<file path="src/rtl/opb_status_pkg.sv">
// Shared definitions for the OPB status bank.
// Holds the per-channel mode encodings, the CTRL word location, the FREEZE
// bit position, the counter ceiling and a byte-enable to bit-mask helper.
package opb_status_pkg;

    typedef enum logic [1:0] {
        MODE_LIVE    = 2'b00,
        MODE_STICKY  = 2'b01,
        MODE_COUNTER = 2'b10,
        MODE_RSVD    = 2'b11   // behaves as live
    } ch_mode_e;

    localparam logic [4:0]  CTRL_WORD_IDX = 5'd31;
    localparam int          FREEZE_BIT    = 0;
    localparam logic [31:0] CNT_MAX       = 32'hFFFF_FFFF;

    // be[3] covers data bits 31:24 (it carries OPB_BE[0], the big-endian
    // first lane), be[0] covers data bits 7:0.
    function automatic logic [31:0] be_to_mask(input logic [3:0] be);
        logic [31:0] m;
        m = '0;
        for (int i = 0; i < 4; i++) begin
            m[8*i +: 8] = {8{be[i]}};
        end
        return m;
    endfunction

endpackage

</file>
<file path="src/rtl/opb_status_chan.sv">
// One status channel: live capture, sticky accumulator or rising-edge
// counter on bit 0, selected at elaboration by C_MODE, plus a snapshot
// register used while the bank is frozen.
// Ports:
//   i_clk, i_rst_n   clock, asynchronous active-low reset
//   i_data           raw channel input (synchronous to i_clk)
//   i_wr             a bus write to this channel's word is being accepted
//   i_wmask          sticky bits to clear (write data AND byte enables)
//   i_freeze         bank FREEZE bit; selects the snapshot for reads
//   i_freeze_rise    FREEZE going 0->1 on this edge; capture the snapshot
//   o_rdata          value presented on a read of this channel
module opb_status_chan
    import opb_status_pkg::*;
#(
    parameter logic [1:0] C_MODE = MODE_LIVE
) (
    input  logic        i_clk,
    input  logic        i_rst_n,
    input  logic [31:0] i_data,
    input  logic        i_wr,
    input  logic [31:0] i_wmask,
    input  logic        i_freeze,
    input  logic        i_freeze_rise,
    output logic [31:0] o_rdata
);

    logic [31:0] r_live;
    logic [31:0] r_sticky;
    logic [31:0] r_cnt;
    logic [31:0] r_snap;
    logic        r_prev_b0;
    logic        w_rise;
    logic [31:0] w_val;

    assign w_rise = i_data[0] & ~r_prev_b0;

    always_ff @(posedge i_clk or negedge i_rst_n) begin
        if (!i_rst_n) begin
            r_live    <= '0;
            r_sticky  <= '0;
            r_cnt     <= '0;
            r_snap    <= '0;
            r_prev_b0 <= 1'b0;
        end else begin
            r_live    <= i_data;
            r_prev_b0 <= i_data[0];
            // Clear is applied first and the new input ORed in after, so a
            // bit that is set and cleared on the same edge stays set.
            r_sticky  <= (r_sticky & ~(i_wr ? i_wmask : 32'd0)) | i_data;
            // A write always wins over a coincident edge.
            if (i_wr) begin
                r_cnt <= '0;
            end else if (w_rise && (r_cnt != CNT_MAX)) begin
                r_cnt <= r_cnt + 32'd1;
            end
            if (i_freeze_rise) begin
                r_snap <= w_val;
            end
        end
    end

    always_comb begin
        w_val = r_live;
        case (C_MODE)
            MODE_STICKY:  w_val = r_sticky;
            MODE_COUNTER: w_val = r_cnt;
            default:      w_val = r_live;
        endcase
    end

    assign o_rdata = i_freeze ? r_snap : w_val;

endmodule

</file>
<file path="src/rtl/opb_status_bank.sv">
// OPB slave exposing C_NUM_CH 32-bit status channels in a 32-word window.
// Word ch (< C_NUM_CH) reads the channel value; word 31 is CTRL with FREEZE
// in bit 0; the remaining words read 0 and ignore writes. Every hit is acked
// exactly once, one cycle after the first hit cycle.
// Ports:
//   OPB_Clk, OPB_Rst_n          clock, asynchronous active-low reset
//   OPB_ABus/BE/DBus/RNW/select  OPB slave request (big-endian bit order)
//   OPB_seqAddr                 accepted but unused
//   user_data_in                channel ch on bits [32*ch+31:32*ch]
//   Sl_DBus, Sl_xferAck         read data (zero outside the ack) and ack
//   Sl_errAck, Sl_retry, Sl_toutSup  tied low
module opb_status_bank
    import opb_status_pkg::*;
#(
    parameter logic [31:0]           C_BASEADDR   = 32'h0108_3700,
    parameter logic [31:0]           C_HIGHADDR   = 32'h0108_377F,
    parameter int                    C_OPB_AWIDTH = 32,
    parameter int                    C_OPB_DWIDTH = 32,
    parameter int                    C_NUM_CH     = 4,
    parameter logic [2*C_NUM_CH-1:0] C_CH_MODE    = '0
) (
    input  logic                      OPB_Clk,
    input  logic                      OPB_Rst_n,
    input  logic [0:C_OPB_AWIDTH-1]   OPB_ABus,
    input  logic [0:C_OPB_DWIDTH/8-1] OPB_BE,
    input  logic [0:C_OPB_DWIDTH-1]   OPB_DBus,
    input  logic                      OPB_RNW,
    input  logic                      OPB_select,
    input  logic                      OPB_seqAddr,
    input  logic [C_NUM_CH*32-1:0]    user_data_in,
    output logic [0:C_OPB_DWIDTH-1]   Sl_DBus,
    output logic                      Sl_xferAck,
    output logic                      Sl_errAck,
    output logic                      Sl_retry,
    output logic                      Sl_toutSup
);

    logic        r_ack;
    logic [31:0] r_dbus;
    logic        r_freeze;

    // Vector assignment keeps the numeric value: bus bit 0 lands on bit 31.
    logic [31:0] w_addr;
    logic [31:0] w_wdata;
    logic [3:0]  w_be;
    logic [4:0]  w_idx;
    logic        w_hit;
    logic        w_start;
    logic        w_wr;
    logic [31:0] w_clr_mask;
    logic        w_ctrl_wr;
    logic        w_freeze_nxt;
    logic        w_freeze_rise;
    logic [31:0] w_rdata;
    logic [31:0] w_ch_rdata [C_NUM_CH];
    logic        w_unused_seq;

    assign w_addr       = OPB_ABus;
    assign w_wdata      = OPB_DBus;
    assign w_be         = OPB_BE;
    assign w_idx        = OPB_ABus[25:29];
    assign w_unused_seq = OPB_seqAddr;

    assign w_hit      = OPB_select && (w_addr >= C_BASEADDR) && (w_addr <= C_HIGHADDR);
    // A hit while the ack is already out is the tail of the same transfer.
    assign w_start    = w_hit & ~r_ack;
    assign w_wr       = w_start & ~OPB_RNW;
    assign w_clr_mask = w_wdata & be_to_mask(w_be);

    // FREEZE sits in byte lane 7:0, so it follows that lane's enable.
    assign w_ctrl_wr     = w_wr && (w_idx == CTRL_WORD_IDX) && w_be[0];
    assign w_freeze_nxt  = w_ctrl_wr ? w_wdata[FREEZE_BIT] : r_freeze;
    assign w_freeze_rise = w_freeze_nxt & ~r_freeze;

    for (genvar gi = 0; gi < C_NUM_CH; gi++) begin : g_chan
        opb_status_chan #(
            .C_MODE(C_CH_MODE[2*gi +: 2])
        ) u_chan (
            .i_clk        (OPB_Clk),
            .i_rst_n      (OPB_Rst_n),
            .i_data       (user_data_in[32*gi +: 32]),
            .i_wr         (w_wr && (w_idx == 5'(gi))),
            .i_wmask      (w_clr_mask),
            .i_freeze     (r_freeze),
            .i_freeze_rise(w_freeze_rise),
            .o_rdata      (w_ch_rdata[gi])
        );
    end

    always_comb begin
        w_rdata = '0;
        if (w_idx == CTRL_WORD_IDX) begin
            w_rdata[FREEZE_BIT] = r_freeze;
        end else begin
            for (int i = 0; i < C_NUM_CH; i++) begin
                if (w_idx == 5'(i)) begin
                    w_rdata = w_ch_rdata[i];
                end
            end
        end
    end

    always_ff @(posedge OPB_Clk or negedge OPB_Rst_n) begin
        if (!OPB_Rst_n) begin
            r_ack    <= 1'b0;
            r_dbus   <= '0;
            r_freeze <= 1'b0;
        end else begin
            r_ack    <= w_start;
            r_dbus   <= (w_start && OPB_RNW) ? w_rdata : 32'd0;
            r_freeze <= w_freeze_nxt;
        end
    end

    assign Sl_xferAck = r_ack;
    assign Sl_DBus    = r_dbus;
    assign Sl_errAck  = 1'b0;
    assign Sl_retry   = 1'b0;
    assign Sl_toutSup = 1'b0;

endmodule

</file>
<file path="config.mk">
export PLATFORM = sky130hd
export DESIGN_NAME = opb_status_bank
export DESIGN_NICKNAME = d
export VERILOG_FILES = /design/src/rtl/opb_status_pkg.sv /design/src/rtl/opb_status_chan.sv /design/src/rtl/opb_status_bank.sv
export SDC_FILE = /design/constraint.sdc
export NUM_CORES = 1
export LEC_CHECK = 0
export CORE_UTILIZATION = 45
export CTS_CLUSTER_SIZE = 24
export DETAILED_ROUTE_END_ITERATION = 10
export PLACE_DENSITY = 0.71
export REMOVE_ABC_BUFFERS = 1
export SYNTH_ARGS = -nofsm -noshare
export SYNTH_HDL_FRONTEND = slang
export SYNTH_SLANG_ARGS = --single-unit
</file>
<file path="constraint.sdc">
create_clock -name OPB_Clk -period 2.5 [get_ports OPB_Clk]
set_input_delay 0.5 -clock OPB_Clk [delete_from_list [all_inputs] [get_ports OPB_Clk]]
set_output_delay 0.5 -clock OPB_Clk [all_outputs]
set_load 0.005 [all_outputs]
</file>
Word level (Yosys, flattened, before mapping)
Cells that the tools add are included.
Word-level totals
  register bits: 290
  output and inout bits: 36
  logic and storage cells: 41
Cells by class
  order comparisons: 2
  eq/ne operators: 4
  muxes and demuxes: 12
  bitwise operators: 6
  reduce and logical (&&, ||, !) cells: 6
Operator list (count)
  2-to-1 mux 32 bit: 9
  >= comparator 32 x 25 -> 1 bit (second input constant): 1
  less-or-equal comparator 32 x 25 -> 1 bit (second input constant): 1
  2-to-1 mux 31 bit: 1
  == test 5 x 2 -> 1 bit (second input constant): 2
  == test 5 x 1 -> 1 bit (second input constant): 1
  == test 5 bit (second input constant): 1
  logical AND 1 bit: 5
  logical NOT 5 bit: 1
  bitwise AND 1 bit: 3
  NOT 1 bit: 3
  2-to-1 mux 1 bit: 2

Longest topological paths before layout
  depth after elaboration: 9
  depth in mapped cells: 8
  gate-level depth less buffers: 4

Modules after synthesis
From an unflattened synthesis, not the netlist that was laid out.
Unflattened totals
  cell total of the unflattened synthesis: 786
  area, all modules: 13294.0 µm²
By module, submodules not included
  opb_status_chan: times used 4, cells an instance 136, area each 2690.1 µm², sequential area each 1601.5 µm²
  opb_status_bank: times used 1, cells an instance 242, area each 2533.7 µm², sequential area each 850.8 µm²

Least setup slack after synthesis
No wires, ideal clock.
  path kind: input-to-reg
  start point: in OPB_ABus[2] (netlist name)
  end point: reg g_chan[0].u_chan.r_snap[10]
  library setup time: 0.125 ns
  data arrival time: 2.015 ns
  required time: 2.375 ns
  slack: 0.359 ns
  cell stages on the path: 6
  path through: nor4_2 nand4_2 nor4_4 buf_12 buf_12 mux2_4
Between the ends
  cells in the longest elaborated chain, start to end: 9
  elaborated cells between the ends (all ways): 10
Ends and longest elaborated chain
  start: declaration: RTL line opb_status_bank.sv:24  | input logic [0:C_OPB_AWIDTH-1] OPB_ABus,
  >= comparator 32 x 25 -> 1 bit: RTL line opb_status_bank.sv:64  | assign w_hit = OPB_select && (w_addr >= C_BASEADDR) && (w_addr <= C_HIGHADDR);
  logical AND 1 bit: RTL line opb_status_bank.sv:64
  logical AND 1 bit (*): RTL line opb_status_bank.sv:64
  bitwise AND 1 bit (*): RTL line opb_status_bank.sv:66  | assign w_start = w_hit & ~r_ack;
  bitwise AND 1 bit (*): RTL line opb_status_bank.sv:67  | assign w_wr = w_start & ~OPB_RNW;
  logical AND 1 bit (*) (2 in a row): RTL line opb_status_bank.sv:71  | assign w_ctrl_wr = w_wr && (w_idx == CTRL_WORD_IDX) && w_be[0];
  2-to-1 mux 1 bit (*): RTL line opb_status_bank.sv:72  | assign w_freeze_nxt = w_ctrl_wr ? w_wdata[FREEZE_BIT] : r_freeze;
  bitwise AND 1 bit (*): RTL line opb_status_bank.sv:73  | assign w_freeze_rise = w_freeze_nxt & ~r_freeze;
  end signal: assignment: RTL line opb_status_chan.sv:57  | r_snap <= w_val;
  end: declaration: RTL line opb_status_chan.sv:30  | logic [31:0] r_snap;
Mark *: on every way between the ends. The rest lies on a longest branch, timed or not.
A chain may end at the register's enable or synchronous reset.

Final worst setup path
  start point: in OPB_ABus[0] (netlist name)
  end point: reg g_chan[0].u_chan.r_snap[1]
The elaborated chain is that of the path after synthesis.

==> reports/qor.txt <==
status: complete, no violations
initial antenna violation count: 1
Unique masters post-synth: 34
HP Class: in -> reg
standard-cell rows: 59
proportion of layout cells with a drive suffix above 1: 32.4%
area of the mapped netlist: 11900 um2
sequential group share of total power: 46.0%
pin count of the biggest net entering global routing: 58
largest family of logic cells by synthesized area: multiplexers
first-pass GRT wire length: 38000 um
syn avg cell area: 17.3 um2
r2r startpoint: Sl_xferAck$_DFF_PN0_
CTS sink count: 290
Final Core Density: 59.6%
nets@finish: 1114
Synth Flop Type: dfrtp_1
H-tree Lvls: 2
sequential cell area fraction in the yosys report: 60.9%
Sw Ratio: 20.6%
Root Driver: clkbuf_16
WHS Endpoint: g_chan[3].u_chan.r_live[11]$_DFF_PN0_
Synth Area in Adders: 0%
synthesized-area fraction occupied by and/or/nand/nor cells: 4.09%
Power Dens Cells: 681 nW/um2
setup repair bufs after CTS: 0
Die W: 165 um
Synth Area in XOR/XNOR: 0%
First DRT Iteration DRCs: 271
synth warn: 0
Lkg Pwr: 6.75 nW
post_cts resized: 0
port bufs: 196
Layout area overhead: 30.1%
GRT Total Usage: 18.2%
worst hold start: user_data_in[107]
Post-synth ARST share: 100%
Inserted Clock Buffers: 34
Net Sw Power: 0.00217 W
max-slew violations: 0
routability congestion estimate from global placement: 0.727
FMAX: 0.441 GHz
Post-synth EDFFs: 0
first-pass detailed-route iteration total: 4
I/O Pins: 237
RR Endpoint: g_chan[0].u_chan.r_snap[1]$_DFFE_PN0P_
Max Fanout on Critical Path: 23
Setup Skew: 0.0147 ns
Compound-Gate Fraction of Synth Area: 2.54%
wire length per cell: 18.5 um
relative max-transition margin: 56.9%
vias: 6520
Final Hold Viols: 0
period utilisation layout: 90.7%
VDD IR-drop max: 637 uV
worst-skew pair later-pin latency: 0.50 ns
worst slew pin tran: 0.646 ns
Routed Antenna Nets: 0
R2R Setup Slk: 0.49 ns
number of global-route vias before repair: 7114
critical path class: in -> reg
grt total ovfl: 0
Residual DRC: 0
core footprint: 26000 um2
Worst Hold Slack: 0.433 ns
initial cell density of the core: 45.8%
DIE HEIGHT: 165 um
CTS tree: built
clk buf depth: 3
Combinational Power Share: 5.8%
max cap viols: 0
hold_buf cts: 1
internal power: 0.00838 W
arrival time of the worst setup path: 2.65 ns
Crit path largest cell delay: 0.42 ns
flop and latch count out of synthesis: 290
CTS clk-pin slew, worst paths: 0.06 ns
worst path required time: 2.88 ns
mux share of post-synthesis cell area: 28.5%
routed wire length: 23600 um
clock power share: 48.2%
post-DR vias/cell: 5.11
RSZ-0062 raised after global routing: no
Max stage delay cell, worst path: clkdlybuf4s50_1
Setup violations, final: 0
minimum clock period after layout: 2.27 ns
CP Launch Type: input pin
Critical Path End Type: register
full die area: 27100 um2
Cell Chain, Critical Path: clkdlybuf4s50_1 -> nor4b_2 -> nand4_2 -> nor4_4 -> buf_4 -> buf_12 -> mux2_2
Mapped Cells: 687
Hold Path Depth: 1
final HPWL from detailed placement: 14700 um
R2R cell count: 6
critical path: cells and delay by family:
family        cells  cell delay [ns]
buf+inv           3             0.87
mux               1             0.37
simple gates      3             0.89
cells by family after synthesis:
kind of cell           Yosys count
other                            1
muxes                          224
DFF                            290
and+or+nand+nor                 74
buffers and inverters           50
AOI/OAI and AO/OA               48
layout make-up:
class | instances | area (um2)
fill | 1978 | 10500
sequential | 290 | 7260
multi-input combinational | 349 | 4200
timing repair buffer | 237 | 2420
clock buffer | 50 | 1040
tap | 335 | 419
clock inverter | 12 | 144
inverter | 1 | 3.75
antenna | 1 | 2.50
stage by stage:
step                      power (W)  instance area, um2  setup slack (ns)  instances  setup TNS (ns)
after floorplan             0.00508               11500             -6.86        640         -911.38
after global placement      0.00555               14300            -0.285       1211          -35.01
after detailed placement    0.00556               14300            -0.273       1211          -33.71
after CTS                    0.0107               15500             0.222       1274               0
after global routing         0.0110               15500             0.172       1274               0
final                        0.0106               15500             0.233       1275               0
power groups by stage:
stage | sequential [W] | clock [W] | combinational [W]
finish | 0.00486 | 0.00509 | 0.000611
global route | 0.00487 | 0.00544 | 0.000671
CTS | 0.00486 | 0.00524 | 0.000626
detailed placement | 0.00494 | 0 | 0.000621
global placement | 0.00494 | 0 | 0.000617
floorplan | 0.00492 | 0 | 0.000161
how the worst max path moves through the flow:
stage | end | depth (start not counted) | slack [ns] | startpoint
final | g_chan[0].u_chan.r_snap[1]$_DFFE_PN0P_ | 7 | 0.23 | OPB_ABus[0]
after global routing | g_chan[1].u_chan.r_snap[5]$_DFFE_PN0P_ | 7 | 0.17 | OPB_ABus[0]
after CTS | g_chan[1].u_chan.r_snap[5]$_DFFE_PN0P_ | 7 | 0.22 | OPB_ABus[0]
after detailed placement | g_chan[0].u_chan.r_snap[1]$_DFFE_PN0P_ | 7 | -0.27 | OPB_ABus[0]
after global placement | g_chan[0].u_chan.r_snap[1]$_DFFE_PN0P_ | 7 | -0.28 | OPB_ABus[0]
after floorplan | g_chan[0].u_chan.r_snap[0]$_DFFE_PN0P_ | 3 | -6.86 | r_freeze$_DFF_PN0_
routing by layer:
layer  vias up  global-route usage, %  share of wire (%)
li1       2929                      -                  -
met1      3370                   25.1                 45
met2       188                   29.3                 48
met3        31                   4.42                6.2
met4         2                   4.09                1.4
met5         -                      0              0.034
registers in the layout, indices dropped and copies added, names as in the netlist:
name	count
Sl_xferAck	1
r_freeze	1
g_chan.u_chan.r_snap	128
g_chan.u_chan.r_live	128
Sl_DBus	32
cells in the mapped netlist, drive strengths merged, types with 2 or more instances:
cell | count | area, um2
mux2 | 153 | 2170
clkbuf | 12 | 45.0
dfrtp | 290 | 7260
o211ai | 23 | 173
nor3 | 2 | 15.0
nand2 | 2 | 7.51
nand4 | 3 | 31.3
nand3 | 23 | 115
nor2 | 9 | 33.8
mux4 | 41 | 923
nor4 | 5 | 73.8
mux2i | 30 | 300
a21oi | 23 | 115
nand2b | 24 | 150
buf | 37 | 417
cell usage in the layout (no fill, tap or decap), types with 2 or more instances in the layout:
master / n
mux2_4: 120
nand2b_1: 24
nand2_1: 2
mux2_2: 33
nand4_2: 2
clkbuf_1: 6
nand3_1: 23
dfrtp_1: 289
o211ai_1: 23
nor4_4: 2
mux2i_1: 30
buf_4: 29
bufinv_16: 3
nor2_1: 9
mux4_2: 41
clkinv_2: 6
conb_1: 3
buf_12: 12
a21oi_1: 23
clkbuf_16: 37
nor4_2: 2
clkbuf_8: 7
clkinvlp_4: 2
clkdlybuf4s50_1: 193
(Power assumes the default switching activity.)
